--- config.mk ---
export PLATFORM = sky130hd
export DESIGN_NAME = imem_prog
export DESIGN_NICKNAME = d
export VERILOG_FILES = /design/src/rtl/imem_prog.sv
export SDC_FILE = /design/constraint.sdc
export NUM_CORES = 2
export LEC_CHECK = 0
export CORE_ASPECT_RATIO = 1.75
export CORE_UTILIZATION = 55
export CTS_BUF_LIST = sky130_fd_sc_hd__clkbuf_8
export DETAILED_ROUTE_END_ITERATION = 10
export HOLD_SLACK_MARGIN = 0.08
export PLACE_DENSITY = 0.7
export REMOVE_ABC_BUFFERS = 1
export SYNTH_ARGS = -nofsm -noshare
export SYNTH_HDL_FRONTEND = slang
export SYNTH_SLANG_ARGS = --single-unit
--- constraint.sdc ---
create_clock -name clk -period 7.7 [get_ports clk]
set_clock_uncertainty 0.15 [all_clocks]
set_input_delay 2.31 -clock clk [delete_from_list [all_inputs] [get_ports clk]]
set_output_delay 2.31 -clock clk [all_outputs]
set_load 0.01 [all_outputs]
--- src/rtl/imem_prog.sv ---
// -----------------------------------------------------------------------------
// imem_prog
//
// Purpose
//   Loadable instruction memory for the LEGv8 pipelined core, used at the IF
//   stage. Instructions are fetched through a registered read, so q is valid
//   one cycle after the address is presented. A program can be loaded at
//   runtime from a valid/ready word stream. busy is raised while loading so
//   the hazard/stall logic can freeze the PC.
//
// Parameters
//   N          instruction word width in bits
//   ADDR_W     word-address width, DEPTH = 2**ADDR_W words
//   CLEAR_TAIL 1: after a short load, zero-fill the remaining words
//              0: leave the remaining words unchanged
//
// Ports
//   clk         clock, all state updates on the rising edge
//   reset       synchronous, active-high reset
//   addr        fetch word address (PC[ADDR_W+1:2])
//   fetch_en    fetch request, 0 = IF stage stalled
//   q           registered instruction word
//   q_valid     q holds a word fetched in RUN during the previous cycle
//   busy        high while loading or zero-filling, the core must hold the PC
//   load_start  single-cycle pulse that starts a load at word 0
//   load_valid  load_data is valid
//   load_data   program word to write
//   load_last   marks the final word of the stream (sampled with load_valid)
//   load_ready  memory accepts a word this cycle
//   load_count  words accepted by the current or most recent load
// -----------------------------------------------------------------------------
module imem_prog #(
    parameter int N          = 32,
    parameter int ADDR_W     = 6,
    parameter int CLEAR_TAIL = 1
) (
    input  logic              clk,
    input  logic              reset,
    input  logic [ADDR_W-1:0] addr,
    input  logic              fetch_en,
    output logic [N-1:0]      q,
    output logic              q_valid,
    output logic              busy,
    input  logic              load_start,
    input  logic              load_valid,
    input  logic [N-1:0]      load_data,
    input  logic              load_last,
    output logic              load_ready,
    output logic [ADDR_W:0]   load_count
);

    localparam int                DEPTH     = 1 << ADDR_W;
    localparam logic [ADDR_W-1:0] LAST_ADDR = ADDR_W'(DEPTH - 1);
    localparam logic [ADDR_W-1:0] PTR_ONE   = ADDR_W'(1);
    localparam logic [ADDR_W:0]   CNT_ONE   = (ADDR_W + 1)'(1);

    typedef enum logic [1:0] {
        ST_RUN  = 2'd0,
        ST_LOAD = 2'd1,
        ST_ZERO = 2'd2
    } state_t;

    state_t            state_q, state_d;
    logic [ADDR_W-1:0] wr_ptr_q, wr_ptr_d;
    logic [ADDR_W:0]   load_count_q, load_count_d;
    logic              q_valid_q, q_valid_d;
    logic [N-1:0]      q_q;

    logic              mem_we;
    logic [N-1:0]      mem_wdata;

    // The array comes up all-zero at configuration (an all-zero word decodes
    // as a NOP); reset deliberately leaves the contents alone.
    logic [N-1:0]      mem [DEPTH] = '{default: '0};

    // -------------------------------------------------------------------------
    // Next-state logic
    // -------------------------------------------------------------------------
    always_comb begin
        state_d      = state_q;
        wr_ptr_d     = wr_ptr_q;
        load_count_d = load_count_q;
        q_valid_d    = 1'b0;
        mem_we       = 1'b0;
        mem_wdata    = '0;

        case (state_q)
            ST_RUN: begin
                // A fetch in the same cycle as load_start is still served.
                q_valid_d = fetch_en;
                if (load_start) begin
                    state_d      = ST_LOAD;
                    wr_ptr_d     = '0;
                    load_count_d = '0;
                end
            end

            ST_LOAD: begin
                if (load_valid) begin
                    mem_we       = 1'b1;
                    mem_wdata    = load_data;
                    load_count_d = load_count_q + CNT_ONE;
                    // The pointer saturates on the last word so it can never
                    // wrap back onto word 0.
                    if (wr_ptr_q != LAST_ADDR) begin
                        wr_ptr_d = wr_ptr_q + PTR_ONE;
                    end
                    if (load_last || (wr_ptr_q == LAST_ADDR)) begin
                        if ((wr_ptr_q == LAST_ADDR) || (CLEAR_TAIL == 0)) begin
                            state_d = ST_RUN;
                        end else begin
                            state_d = ST_ZERO;
                        end
                    end
                end
            end

            ST_ZERO: begin
                // One zero word per cycle up to and including the last word.
                mem_we = 1'b1;
                if (wr_ptr_q == LAST_ADDR) begin
                    state_d = ST_RUN;
                end else begin
                    wr_ptr_d = wr_ptr_q + PTR_ONE;
                end
            end

            default: begin
                state_d = ST_RUN;
            end
        endcase

        // A word offered in the reset cycle must not land in memory.
        if (reset) begin
            mem_we = 1'b0;
        end
    end

    // -------------------------------------------------------------------------
    // Control registers
    // -------------------------------------------------------------------------
    always_ff @(posedge clk) begin
        if (reset) begin
            state_q      <= ST_RUN;
            wr_ptr_q     <= '0;
            load_count_q <= '0;
            q_valid_q    <= 1'b0;
        end else begin
            state_q      <= state_d;
            wr_ptr_q     <= wr_ptr_d;
            load_count_q <= load_count_d;
            q_valid_q    <= q_valid_d;
        end
    end

    // -------------------------------------------------------------------------
    // Memory array: write port and registered read port kept in plain
    // clocked blocks so the array maps onto block RAM, with q acting as the
    // RAM output register (its synchronous clear covers reset and loading).
    // Reads happen only in RUN and writes only in LOAD/ZERO, so the two
    // ports never touch the same word in the same cycle.
    // -------------------------------------------------------------------------
    always_ff @(posedge clk) begin
        if (mem_we) begin
            mem[wr_ptr_q] <= mem_wdata;
        end
    end

    always_ff @(posedge clk) begin
        if (reset || (state_q != ST_RUN)) begin
            q_q <= '0;
        end else if (fetch_en) begin
            q_q <= mem[addr];
        end
    end

    // -------------------------------------------------------------------------
    // Outputs
    // -------------------------------------------------------------------------
    assign q          = q_q;
    assign q_valid    = q_valid_q;
    assign busy       = (state_q != ST_RUN);
    assign load_ready = (state_q == ST_LOAD);
    assign load_count = load_count_q;

endmodule

==> impl_metrics.py <==
metrics = {
    "timing": {
        "final.setup.tns_ns": 0,
        "fin_crit_sh_pct": 71.3,
        "slew_headroom_pct": 8.39,
        "tightest_slew_ns": 1.37,
        "whs_ns": 0.353,
        "max_freq_ghz": 0.182,
        "report.final.slew_viol_count": 0,
        "rsz0062_at_grt": "no",
        "fin_ws_ns": 2.21,
        "hold_violations": 0,
        "final-setup-viol-count": 0,
        "final_period_minus_worst_setup_slack_ns": 5.49,
    },
    "grt": {
        "grt_pass1_wl_mm": 297,
        "gr-usage-met1_pct": 34.5,
        "grt_use_met2_pct": 50.4,
        "busiest_layer": "met2",
        "grt_max_degree": 92,
        "antenna_found_initial": 11,
        "grt_pass1_vias": 41700,
        "grtUsageTotal_pct": 28.6,
        "grt_use_met3_pct": 5.02,
        "grt-ovfl-total": 0,
    },
    "synth": {
        "ys.flop_type": "edfxtp_1",
        "ys_ff_latch": 2096,
        "synth_cells": 3886,
        "netlist_area_um2": 80800,
        "synthArstFlopShare_pct": 0,
        "synth-warning-count": 0,
        "ys_seq_area_share_pct": 77.3,
        "synth_edf_count": 2048,
        "ys_types": 62,
        "syn-mean-instance-area_um2": 20.8,
    },
    "layout": {
        "area_growth_syn_to_layout_pct": 11.4,
        "final_cells": 6265,
        "drive_gt1_share_pct": 24.6,
        "final_util_pct": 61.8,
        "sequential_cell_area_um2": 62500,
        "multi_input_area_um2": 17700,
        "fillers": 9852,
        "num-nets-final": 4236,
        "final_cell_area_um2": 90000,
    },
    "floorplanning": {
        "coreArea_um2": 146000,
        "pin_count": 86,
        "initial_core_util_pct": 55.5,
        "placementRows": 185,
        "dieArea_um2": 148000,
        "die_w_um": 292,
        "die_y_um": 509,
    },
    "worst_setup_path": {
        "path_buf_inv": 3,
        "crit_chain": "clkdlybuf4s50_1 > buf_4 > a21oi_1 > nor4_1 > nand2_1 > nor2_4 > buf_4",
        "crit_path_end_kind": "flip-flop",
        "crit_family": "simple AND/OR/NAND/NOR gates",
        "cp-start-kind": "primary input",
        "crit_fanout": 38,
        "worstSetupPathType": "primary input to flip-flop",
        "arrival_ns": 6.01,
        "required_ns": 8.22,
        "crit_top_cell": "buf_4",
        "cpMaxStageDelayCell": "nor2_4",
        "slowest_delay_ns": 1.05,
    },
    "detailed_routing": {
        "vias_per_cell": 6.55,
        "ant_nets": 0,
        "drtPass1Iterations": 7,
        "drtIter0Drc": 4479,
        "drcViolationCount": 0,
        "avgRoutedWirePerCell_um": 33.4,
        "dr_total_vias": 41000,
        "wl_mm": 209,
    },
    "pwr": {
        "leakagePower_nw": 29.3,
        "p_per_area_nw_per_um2": 253,
        "ir_worst_vdd_uv": 252,
        "total_power_mw": 22.8,
    },
    "clock_network": {
        "htree_levels": 5,
        "ctsHoldBuffers": 0,
        "clock_latency_ns": 0.99,
        "root_buffer": "clkbuf_8",
        "clock_path_buffers": 4,
        "cts_buffers": 298,
        "clk_pin_slew_ns": 0.07,
        "cts.repair.resized": 0,
        "cts.sinks": 2096,
        "post_cts_buffers": 0,
        "cts_tree": "yes",
    },
    "place": {
        "numPortBuffers": 85,
        "placed_cell_area_um2": 84700,
        "gp_congestion": 0.901,
        "place_ws_ns": 1.30,
        "place_hpwl_mm": 130,
        "dp_cells": 5755,
    },
    "outcome": {
        "outcome": "completed",
    },
    "job": {
        "cap_violations": 0,
    },
    "min_path": {
        "hold_path.class": "flip-flop to flip-flop",
    },
}
==> cells by family after synthesis <==
kind of cell / after synthesis / share of synthesized area [%]
AO/OA/AOI/OAI: 431 / 3.95
XOR/XNOR: 5 / 0.0542
adder cells (fa/ha/maj): 7 / 0.108
buffers and inverters: 245 / 1.52
flip-flops: 2096 / 77.3
multiplexers: 709 / 14.8
AND/OR/NAND/NOR: 393 / 2.23
==> metal layers <==
metal  up-vias  wire length, µm
li1      16900                -
met1     21500            72200
met2      2214           111000
met4         4             9550
met3       443            16800
met5         -               24
==> power breakdown <==
group          switching (mW)  internal (mW)
clock network            4.05           4.07
logic                    1.22          0.522
registers              0.0550           12.8
total                    5.33           17.4
==> layout by cell type, fill, tap and decap left out, drive strengths merged, types with 7 or more instances in the layout <==
| cell | instances |
|---|---|
| o211ai | 20 |
| a21oi | 45 |
| a31oi | 22 |
| clkinvlp | 7 |
| a2bb2oi | 21 |
| o221a | 13 |
| buf | 150 |
| bufinv | 9 |
| mux4 | 385 |
| o22ai | 39 |
| nand2 | 153 |
| a22o | 22 |
| nor2b | 14 |
| o21a | 17 |
| clkbuf | 314 |
| nor3 | 9 |
| dfxtp | 48 |
| mux2 | 52 |
| nand3 | 49 |
| a221oi | 65 |
| mux2i | 272 |
| edfxtp | 2048 |
| o21ai | 61 |
| o2111ai | 17 |
| inv | 83 |
| nor2 | 90 |
| ha | 7 |
| clkdlybuf4s50 | 80 |
| and3 | 38 |
| o221ai | 33 |
| and2 | 13 |
| nand4 | 7 |
| a22oi | 25 |
| clkinv | 109 |
==> Yosys cell counts, drive strengths merged (25+ instances only) <==
master     n  area share, %
dfxtp     48            1.2
buf      135            1.0
nand2    153           0.71
clkbuf    96           0.45
o22ai     39           0.30
nand3     49           0.30
mux4     385             11
a221oi    65           0.70
edfxtp  2048             76
o221ai    33           0.36
o21ai     61           0.38
mux2      52           0.72
mux2i    272            3.4
a21oi     45           0.28
a22oi     25           0.23
and3      38           0.29
nor2      90           0.42
==> registers in the layout, indices dropped and copies added (netlist names) <==
signal	cells
wr_ptr_q	6
load_count	7
q	32
q_valid	1
mem	2048
state_q	2
==> path summary, 6_finish.rpt <==
path / slack [ns] / cells past startpoint / start / end
worst max register to register: 3.30 / 7 / state_q[0] / mem[4][20]
worst min-delay path: 0.35 / 2 / q[17] / q[17]
worst max-delay path: 2.21 / 7 / load_valid / mem[4][20]
worst min register to register: 0.35 / 2 / q[17] / q[17]
==> area by class of cell <==
| cell class | count | share of cell area [%] |
|---|---|---|
| Antenna cell | 2 | 0.00556 |
| Clock buffer | 314 | 4.80 |
| Clock inverter | 194 | 1.15 |
| Inverter | 14 | 0.0598 |
| Multi-Input combinational cell | 1545 | 19.6 |
| Sequential cell | 2096 | 69.4 |
| Tap cell | 1870 | 2.60 |
| Timing Repair Buffer | 230 | 2.37 |
==> tightest hold or removal path: stages, from the launching register on <==
cell,delay [ns]
dfxtp_1,0.32
nand2_1,0.06
o211ai_1,0.07
Note: power is estimated with default switching activity, not from simulation.
